===== src/rtl/arty_top.sv =====
`timescale 1ns/1ps
// Arty bring-up top: clock lock indicator, a one-shot "Hello!\r\n" banner,
// then a single-byte UART echo with framing/overrun error reporting on led[0].
module arty_top #(
    parameter int CLK_FREQ_HZ = 100000000,
    parameter int BAUD_RATE   = 1562500,
    parameter int LOCK_CYCLES = 256
) (
    input  logic       xtal_in,
    input  logic       rst_n,
    input  logic [3:0] sw,
    input  logic [3:0] btn,
    input  logic       uart_rx,
    output logic       uart_tx,
    output logic [3:0] led
);

    localparam int BIT_CYCLES = CLK_FREQ_HZ / BAUD_RATE;
    localparam int CNT_W      = (BIT_CYCLES > 1) ? $clog2(BIT_CYCLES) : 1;
    localparam int LOCK_W     = (LOCK_CYCLES > 1) ? $clog2(LOCK_CYCLES) : 1;

    localparam logic [CNT_W-1:0]  BIT_LAST  = CNT_W'(BIT_CYCLES - 1);
    localparam logic [CNT_W-1:0]  HALF_LAST = CNT_W'(BIT_CYCLES / 2 - 1);
    localparam logic [LOCK_W-1:0] LOCK_LAST = LOCK_W'(LOCK_CYCLES - 1);

    typedef enum logic [1:0] {
        ST_IDLE,
        ST_BANNER,
        ST_ECHO
    } state_t;

    function automatic logic [7:0] banner_byte(input logic [2:0] idx);
        case (idx)
            3'd0:    banner_byte = 8'h48;
            3'd1:    banner_byte = 8'h65;
            3'd2:    banner_byte = 8'h6C;
            3'd3:    banner_byte = 8'h6C;
            3'd4:    banner_byte = 8'h6F;
            3'd5:    banner_byte = 8'h21;
            3'd6:    banner_byte = 8'h0D;
            default: banner_byte = 8'h0A;
        endcase
    endfunction

    logic [LOCK_W-1:0] lock_cnt_q, lock_cnt_d;
    logic              locked_q, locked_d;
    logic              btn_meta_q, btn_meta_d, btn_sync_q, btn_sync_d;
    logic              sw_meta_q, sw_meta_d, sw_sync_q, sw_sync_d;
    logic              rx_meta_q, rx_meta_d, rx_sync_q, rx_sync_d;
    logic              rx_prev_q, rx_prev_d;
    state_t            state_q, state_d;
    logic [3:0]        ban_cnt_q, ban_cnt_d;
    logic              tx_busy_q, tx_busy_d;
    logic [7:0]        tx_data_q, tx_data_d;
    logic [3:0]        tx_bit_q, tx_bit_d;
    logic [CNT_W-1:0]  tx_cyc_q, tx_cyc_d;
    logic              rx_active_q, rx_active_d;
    logic [3:0]        rx_bit_q, rx_bit_d;
    logic [CNT_W-1:0]  rx_cyc_q, rx_cyc_d;
    logic [7:0]        rx_shift_q, rx_shift_d;
    logic              buf_full_q, buf_full_d;
    logic [7:0]        buf_data_q, buf_data_d;
    logic              err_q, err_d;

    logic              core_rst;
    logic              tx_done, tx_free, tx_load, buf_take;
    logic [7:0]        tx_byte;
    logic              rx_sample, rx_valid, frame_err;
    logic              unused_inputs;

    assign unused_inputs = ^{sw[2:0], btn[2:0]};
    assign core_rst      = !locked_q || btn_sync_q;
    assign tx_done       = tx_busy_q && (tx_bit_q == 4'd9) && (tx_cyc_q == BIT_LAST);
    assign tx_free       = !tx_busy_q || tx_done;
    assign rx_sample     = rx_active_q &&
                           (rx_cyc_q == ((rx_bit_q == 4'd0) ? HALF_LAST : BIT_LAST));

    always_comb begin
        lock_cnt_d  = lock_cnt_q;
        locked_d    = locked_q;
        btn_meta_d  = btn[3];
        btn_sync_d  = btn_meta_q;
        sw_meta_d   = sw[3];
        sw_sync_d   = sw_meta_q;
        rx_meta_d   = uart_rx;
        rx_sync_d   = rx_meta_q;
        rx_prev_d   = rx_sync_q;
        state_d     = state_q;
        ban_cnt_d   = ban_cnt_q;
        tx_busy_d   = tx_busy_q;
        tx_data_d   = tx_data_q;
        tx_bit_d    = tx_bit_q;
        tx_cyc_d    = tx_cyc_q;
        rx_active_d = rx_active_q;
        rx_bit_d    = rx_bit_q;
        rx_cyc_d    = rx_cyc_q;
        rx_shift_d  = rx_shift_q;
        buf_full_d  = buf_full_q;
        buf_data_d  = buf_data_q;
        err_d       = err_q;
        tx_load     = 1'b0;
        tx_byte     = 8'h00;
        buf_take    = 1'b0;
        rx_valid    = 1'b0;
        frame_err   = 1'b0;

        if (!locked_q) begin
            if (lock_cnt_q == LOCK_LAST) begin
                locked_d = 1'b1;
            end else begin
                lock_cnt_d = lock_cnt_q + 1'b1;
            end
        end

        if (tx_busy_q) begin
            if (tx_cyc_q == BIT_LAST) begin
                tx_cyc_d = '0;
                if (tx_bit_q == 4'd9) begin
                    tx_busy_d = 1'b0;
                end else begin
                    tx_bit_d = tx_bit_q + 4'd1;
                end
            end else begin
                tx_cyc_d = tx_cyc_q + 1'b1;
            end
        end

        // A new frame may launch in the final stop-bit cycle so banner bytes chain with no gap.
        case (state_q)
            ST_IDLE: begin
                if (sw_sync_q) begin
                    state_d   = ST_BANNER;
                    ban_cnt_d = 4'd0;
                end
            end
            ST_BANNER: begin
                if (ban_cnt_q < 4'd8 && tx_free) begin
                    tx_load   = 1'b1;
                    tx_byte   = banner_byte(ban_cnt_q[2:0]);
                    ban_cnt_d = ban_cnt_q + 4'd1;
                end else if (ban_cnt_q == 4'd8 && tx_done) begin
                    state_d = ST_ECHO;
                end
            end
            ST_ECHO: begin
                if (buf_full_q && tx_free) begin
                    tx_load  = 1'b1;
                    tx_byte  = buf_data_q;
                    buf_take = 1'b1;
                end
            end
            default: state_d = ST_IDLE;
        endcase

        if (tx_load) begin
            tx_busy_d = 1'b1;
            tx_data_d = tx_byte;
            tx_bit_d  = 4'd0;
            tx_cyc_d  = '0;
        end

        // The first sample lands mid start bit; every later one is a full bit apart.
        if (!rx_active_q) begin
            if (rx_prev_q && !rx_sync_q) begin
                rx_active_d = 1'b1;
                rx_bit_d    = 4'd0;
                rx_cyc_d    = '0;
            end
        end else if (rx_sample) begin
            rx_cyc_d = '0;
            if (rx_bit_q == 4'd0) begin
                if (rx_sync_q) begin
                    rx_active_d = 1'b0;
                end else begin
                    rx_bit_d = 4'd1;
                end
            end else if (rx_bit_q == 4'd9) begin
                rx_active_d = 1'b0;
                rx_valid    = rx_sync_q;
                frame_err   = !rx_sync_q;
            end else begin
                rx_shift_d = {rx_sync_q, rx_shift_q[7:1]};
                rx_bit_d   = rx_bit_q + 4'd1;
            end
        end else begin
            rx_cyc_d = rx_cyc_q + 1'b1;
        end

        if (rx_valid) begin
            if (!buf_full_q || buf_take) begin
                buf_full_d = 1'b1;
                buf_data_d = rx_shift_q;
            end else begin
                err_d = 1'b1;
            end
        end else if (buf_take) begin
            buf_full_d = 1'b0;
        end

        if (frame_err) begin
            err_d = 1'b1;
        end

        if (core_rst) begin
            state_d     = ST_IDLE;
            ban_cnt_d   = 4'd0;
            tx_busy_d   = 1'b0;
            tx_data_d   = 8'h00;
            tx_bit_d    = 4'd0;
            tx_cyc_d    = '0;
            rx_active_d = 1'b0;
            rx_bit_d    = 4'd0;
            rx_cyc_d    = '0;
            rx_shift_d  = 8'h00;
            buf_full_d  = 1'b0;
            buf_data_d  = 8'h00;
            err_d       = 1'b0;
        end
    end

    always_ff @(posedge xtal_in or negedge rst_n) begin
        if (!rst_n) begin
            lock_cnt_q  <= '0;
            locked_q    <= 1'b0;
            btn_meta_q  <= 1'b0;
            btn_sync_q  <= 1'b0;
            sw_meta_q   <= 1'b0;
            sw_sync_q   <= 1'b0;
            rx_meta_q   <= 1'b1;
            rx_sync_q   <= 1'b1;
            rx_prev_q   <= 1'b1;
            state_q     <= ST_IDLE;
            ban_cnt_q   <= 4'd0;
            tx_busy_q   <= 1'b0;
            tx_data_q   <= 8'h00;
            tx_bit_q    <= 4'd0;
            tx_cyc_q    <= '0;
            rx_active_q <= 1'b0;
            rx_bit_q    <= 4'd0;
            rx_cyc_q    <= '0;
            rx_shift_q  <= 8'h00;
            buf_full_q  <= 1'b0;
            buf_data_q  <= 8'h00;
            err_q       <= 1'b0;
        end else begin
            lock_cnt_q  <= lock_cnt_d;
            locked_q    <= locked_d;
            btn_meta_q  <= btn_meta_d;
            btn_sync_q  <= btn_sync_d;
            sw_meta_q   <= sw_meta_d;
            sw_sync_q   <= sw_sync_d;
            rx_meta_q   <= rx_meta_d;
            rx_sync_q   <= rx_sync_d;
            rx_prev_q   <= rx_prev_d;
            state_q     <= state_d;
            ban_cnt_q   <= ban_cnt_d;
            tx_busy_q   <= tx_busy_d;
            tx_data_q   <= tx_data_d;
            tx_bit_q    <= tx_bit_d;
            tx_cyc_q    <= tx_cyc_d;
            rx_active_q <= rx_active_d;
            rx_bit_q    <= rx_bit_d;
            rx_cyc_q    <= rx_cyc_d;
            rx_shift_q  <= rx_shift_d;
            buf_full_q  <= buf_full_d;
            buf_data_q  <= buf_data_d;
            err_q       <= err_d;
        end
    end

    // Bit 1..8 maps to data index 0..7 through 3-bit wraparound.
    always_comb begin
        uart_tx = 1'b1;
        if (tx_busy_q) begin
            if (tx_bit_q == 4'd0) begin
                uart_tx = 1'b0;
            end else if (tx_bit_q != 4'd9) begin
                uart_tx = tx_data_q[tx_bit_q[2:0] - 3'd1];
            end
        end
    end

    assign led = {locked_q, state_q == ST_ECHO, tx_busy_q, err_q};

endmodule


===== config.mk =====
export PLATFORM = sky130hd
export DESIGN_NAME = arty_top
export DESIGN_NICKNAME = d
export VERILOG_FILES = /design/src/rtl/arty_top.sv
export SDC_FILE = /design/constraint.sdc
export NUM_CORES = 1
export LEC_CHECK = 0
export CORE_MARGIN = 5
export CORE_UTILIZATION = 25
export DETAILED_ROUTE_END_ITERATION = 8
export PLACE_DENSITY = 0.47
export SYNTH_ARGS = -nofsm -noshare
export SYNTH_HDL_FRONTEND = slang
export SYNTH_SLANG_ARGS = --single-unit

===== constraint.sdc =====
create_clock -name xtal_in -period 2.7 [get_ports xtal_in]
set_input_delay 0.54 -clock xtal_in [delete_from_list [all_inputs] [get_ports xtal_in]]
set_output_delay 0.54 -clock xtal_in [all_outputs]
set_load 0.05 [all_outputs]

==> impl_metrics.yaml <==
place:
  io_buffers: 9
  gp_congestion: 0.795
  place_inst: 553
  dpl.hpwl_um: 5440
  dp_slack_ps: 225
layout:
  layout-drive-gt1-share_pct: 13.4
  layoutNonFillerInstCount: 573
  mostFrequentLayoutCell: "dfrtp_1"
  final_nets: 414
  area_growth_pct: 17.4
  layout_common_cells: "dfrtp_1, nor2_1, nand2_1"
  antenna_cells: 0
floorplan:
  die_height_um: 132
  die_w_um: 132
  floorplan.initialDensity_pct: 25.5
  row_count: 44
  core_um2: 14500
  dieArea_um2: 17300
  io_pins: 16
routing:
  drt_iter0_drc: 162
  drtPass1Iterations: 4
  num_vias: 2697
  drtAntennaViolNets: 0
  wire_per_inst_um: 13.6
  drc: 0
  vias_per_cell: 4.71
  drt_wl_total_um: 7780
worst_setup_path:
  crit_type: "reg2out"
  cp_max_fo: 4
  cp.arrival_ps: 2070
  start_kind: "register"
  cp-end-kind: "output pin"
  worstPathRequired_ps: 2160
min_path:
  hp-class: "in2async"
global_route:
  antenna_found_initial: 0
  gr-total-overflow: 0
  grt_pass1_wl_um: 13400
  grtUsageTotal_pct: 9.39
  grt_max_degree: 37
  grt_pass1_vias: 2691
sta:
  fmax_ghz: 0.384
  tightest_slew_ps: 559
  fin_crit_sh_pct: 96.5
  period_needed_ps: 2610
  slew_headroom_pct: 62.6
  finalClockSkew_ps: 8.21
  finalSetupViolCount: 0
  drv_slew: 0
  fin_setup_tns_ps: 0
  hold_viol: 0
  rsz0062_at_grt: "yes"
  layout_setup_ws_ps: 93.6
synth:
  syn_inst: 366
  syn_area_um2: 3700
  yosysTopAreaCell: "dfrtp_1"
  synth_seq_cells: 70
  syn_nets: 396
  post_synth.cell_area_avg_um2: 10.1
  netlist-cell-type-count: 53
  yosys_warnings: 0
  ys_seq_area_share_pct: 47.4
  synth_top_area_share_pct: 45.3
  ys_top_cells_by_area: "dfrtp_1, ha_1, nor2_1"
  synth_ff_type: "dfrtp_1"
  synthArstFlopShare_pct: 100
  synth_edf_count: 0
clocking:
  hold_buffers: 0
  cts.root.buffer_cell: "clkbuf_16"
  worst_setup_hold_path_clk_slew_ps: 60
  cts_tree: "done"
  insertion_delay_ps: 340
  cts_sinks: 70
  numCtsBuffers: 9
  clockBufferDepth: 2
  htreeDepth: 3
run_status:
  run_status: "completed"
power:
  peakVddDrop_v: 0.000272
  p_leak_uw: 0.00181
  p_per_area_nw_per_um2: 508
job:
  cap_violations: 0
-- metrics by stage --
| stage | hold slack [ps] | utilization [%] | area [µm²] | total power, µW |
|---|---|---|---|---|
| 4_1_cts | 206 | 29.6 | 4310 | 2260 |
| 5_1_grt | 232 | 29.9 | 4340 | 2300 |
| 2_1_floorplan | 244 | - | 3700 | 1080 |
| 3_5_place_dp | 338 | 27.7 | 4020 | 1120 |
| 6_report | 189 | 29.9 | 4340 | 2210 |
| 3_3_place_gp | 335 | 27.7 | 4020 | 1120 |
-- cell families after synthesis --
logic type / Yosys count / synth area share (%)
mux: 23 / 7.71
xor+xnor: 13 / 3.08
flops: 70 / 47.4
compound gates: 62 / 11.7
fa+ha+maj: 19 / 6.43
buf+inv: 31 / 3.69
simple gates: 148 / 20.0
-- state kept, by name, summed over array words and instances, names as in the netlist --
register	flops
rx_shift_q	8
rx_cyc_q	6
buf_full_q	1
locked_q	1
tx_data_q	8
state_q	2
rx_prev_d	1
buf_data_q	8
btn_meta_q	1
sw_sync_q	1
lock_cnt_q	8
rx_bit_q	4
sw_meta_q	1
err_q	1
rx_meta_q	1
btn_sync_q	1
ban_cnt_q	4
rx_active_q	1
rx_prev_q	1
tx_busy_q	1
tx_bit_q	4
tx_cyc_q	6
-- layer usage --
metal	share of wire (%)	GRT usage (%)	vias to the layer above
met3	3.2	3.29	10
met1	50	12.6	1304
met2	45	14.2	32
met4	1.4	2.97	0
li1	-	-	1351
met5	0	0	-
-- layout make-up --
cell class | count | area, µm²
Sequential cell | 70 | 1760
Clock inverter | 5 | 35.0
Inverter | 16 | 60.1
Clock buffer | 11 | 243
Tap cell | 184 | 230
Multi-Input combinational cell | 265 | 1820
Fill cell | 1545 | 10200
Timing Repair Buffer | 22 | 196
-- power by group --
group          total [µW]  switching (µW)  leakage (µW)  internal (µW)
clock                1110             462      0.000136            648
combinational        37.2            26.1      0.000734           11.1
sequential           1060            3.44      0.000943           1060
total                2210             492       0.00181           1720
-- critical path, stage by stage (launching register included) --
cell,delay [ps]
dfrtp_1,410
inv_2,100
ha_4,170
mux4_2,490
mux2i_1,140
a221o_1,150
nand4_1,100
buf_6,170
-- what timing repair did --
action,CTS,global route
setup endpoints to repair,1,1
pin swaps,0,3
gates cloned,0,0
setup buffers,0,4
resized for setup,4,2
-- synth_stat cells, types with 2 or more instances --
cell type / count
inv_1: 16
dfstp_2: 3
and4_1: 3
clkbuf_1: 10
xnor2_1: 4
or4_1: 2
or3_1: 2
mux4_2: 4
nand2_1: 29
a31oi_1: 4
nand2b_1: 5
a22o_1: 2
nand3b_1: 2
and3_1: 3
buf_4: 3
nand4_1: 10
a211oi_1: 2
a221o_1: 5
mux2_2: 4
o31ai_1: 3
ha_1: 19
nand3_1: 28
xor2_1: 9
nand4b_1: 2
nor2b_1: 6
a221o_2: 2
nor2_1: 41
dfrtp_1: 67
o21ai_0: 18
nor4_1: 2
nor3_1: 6
a21oi_1: 12
mux2i_1: 15
a211o_1: 2
and2_1: 3
-- path summary, 6_finish.rpt --
path / start / endpoint / cells past startpoint / slack [ps]
max reg2reg: tx_bit_q[1] / tx_data_q[0] / 8 / 410
min reg2reg: btn_meta_q / btn_sync_q / 0 / 350
max in group asynchronous: rst_n / rx_prev_q / 2 / 1860
max: tx_bit_q[1] / uart_tx / 7 / 90
min in group xtal_in: btn_meta_q / btn_sync_q / 0 / 350
min: rst_n / lock_cnt_q[4] / 1 / 190
Power figures use the tool's default switching activity.
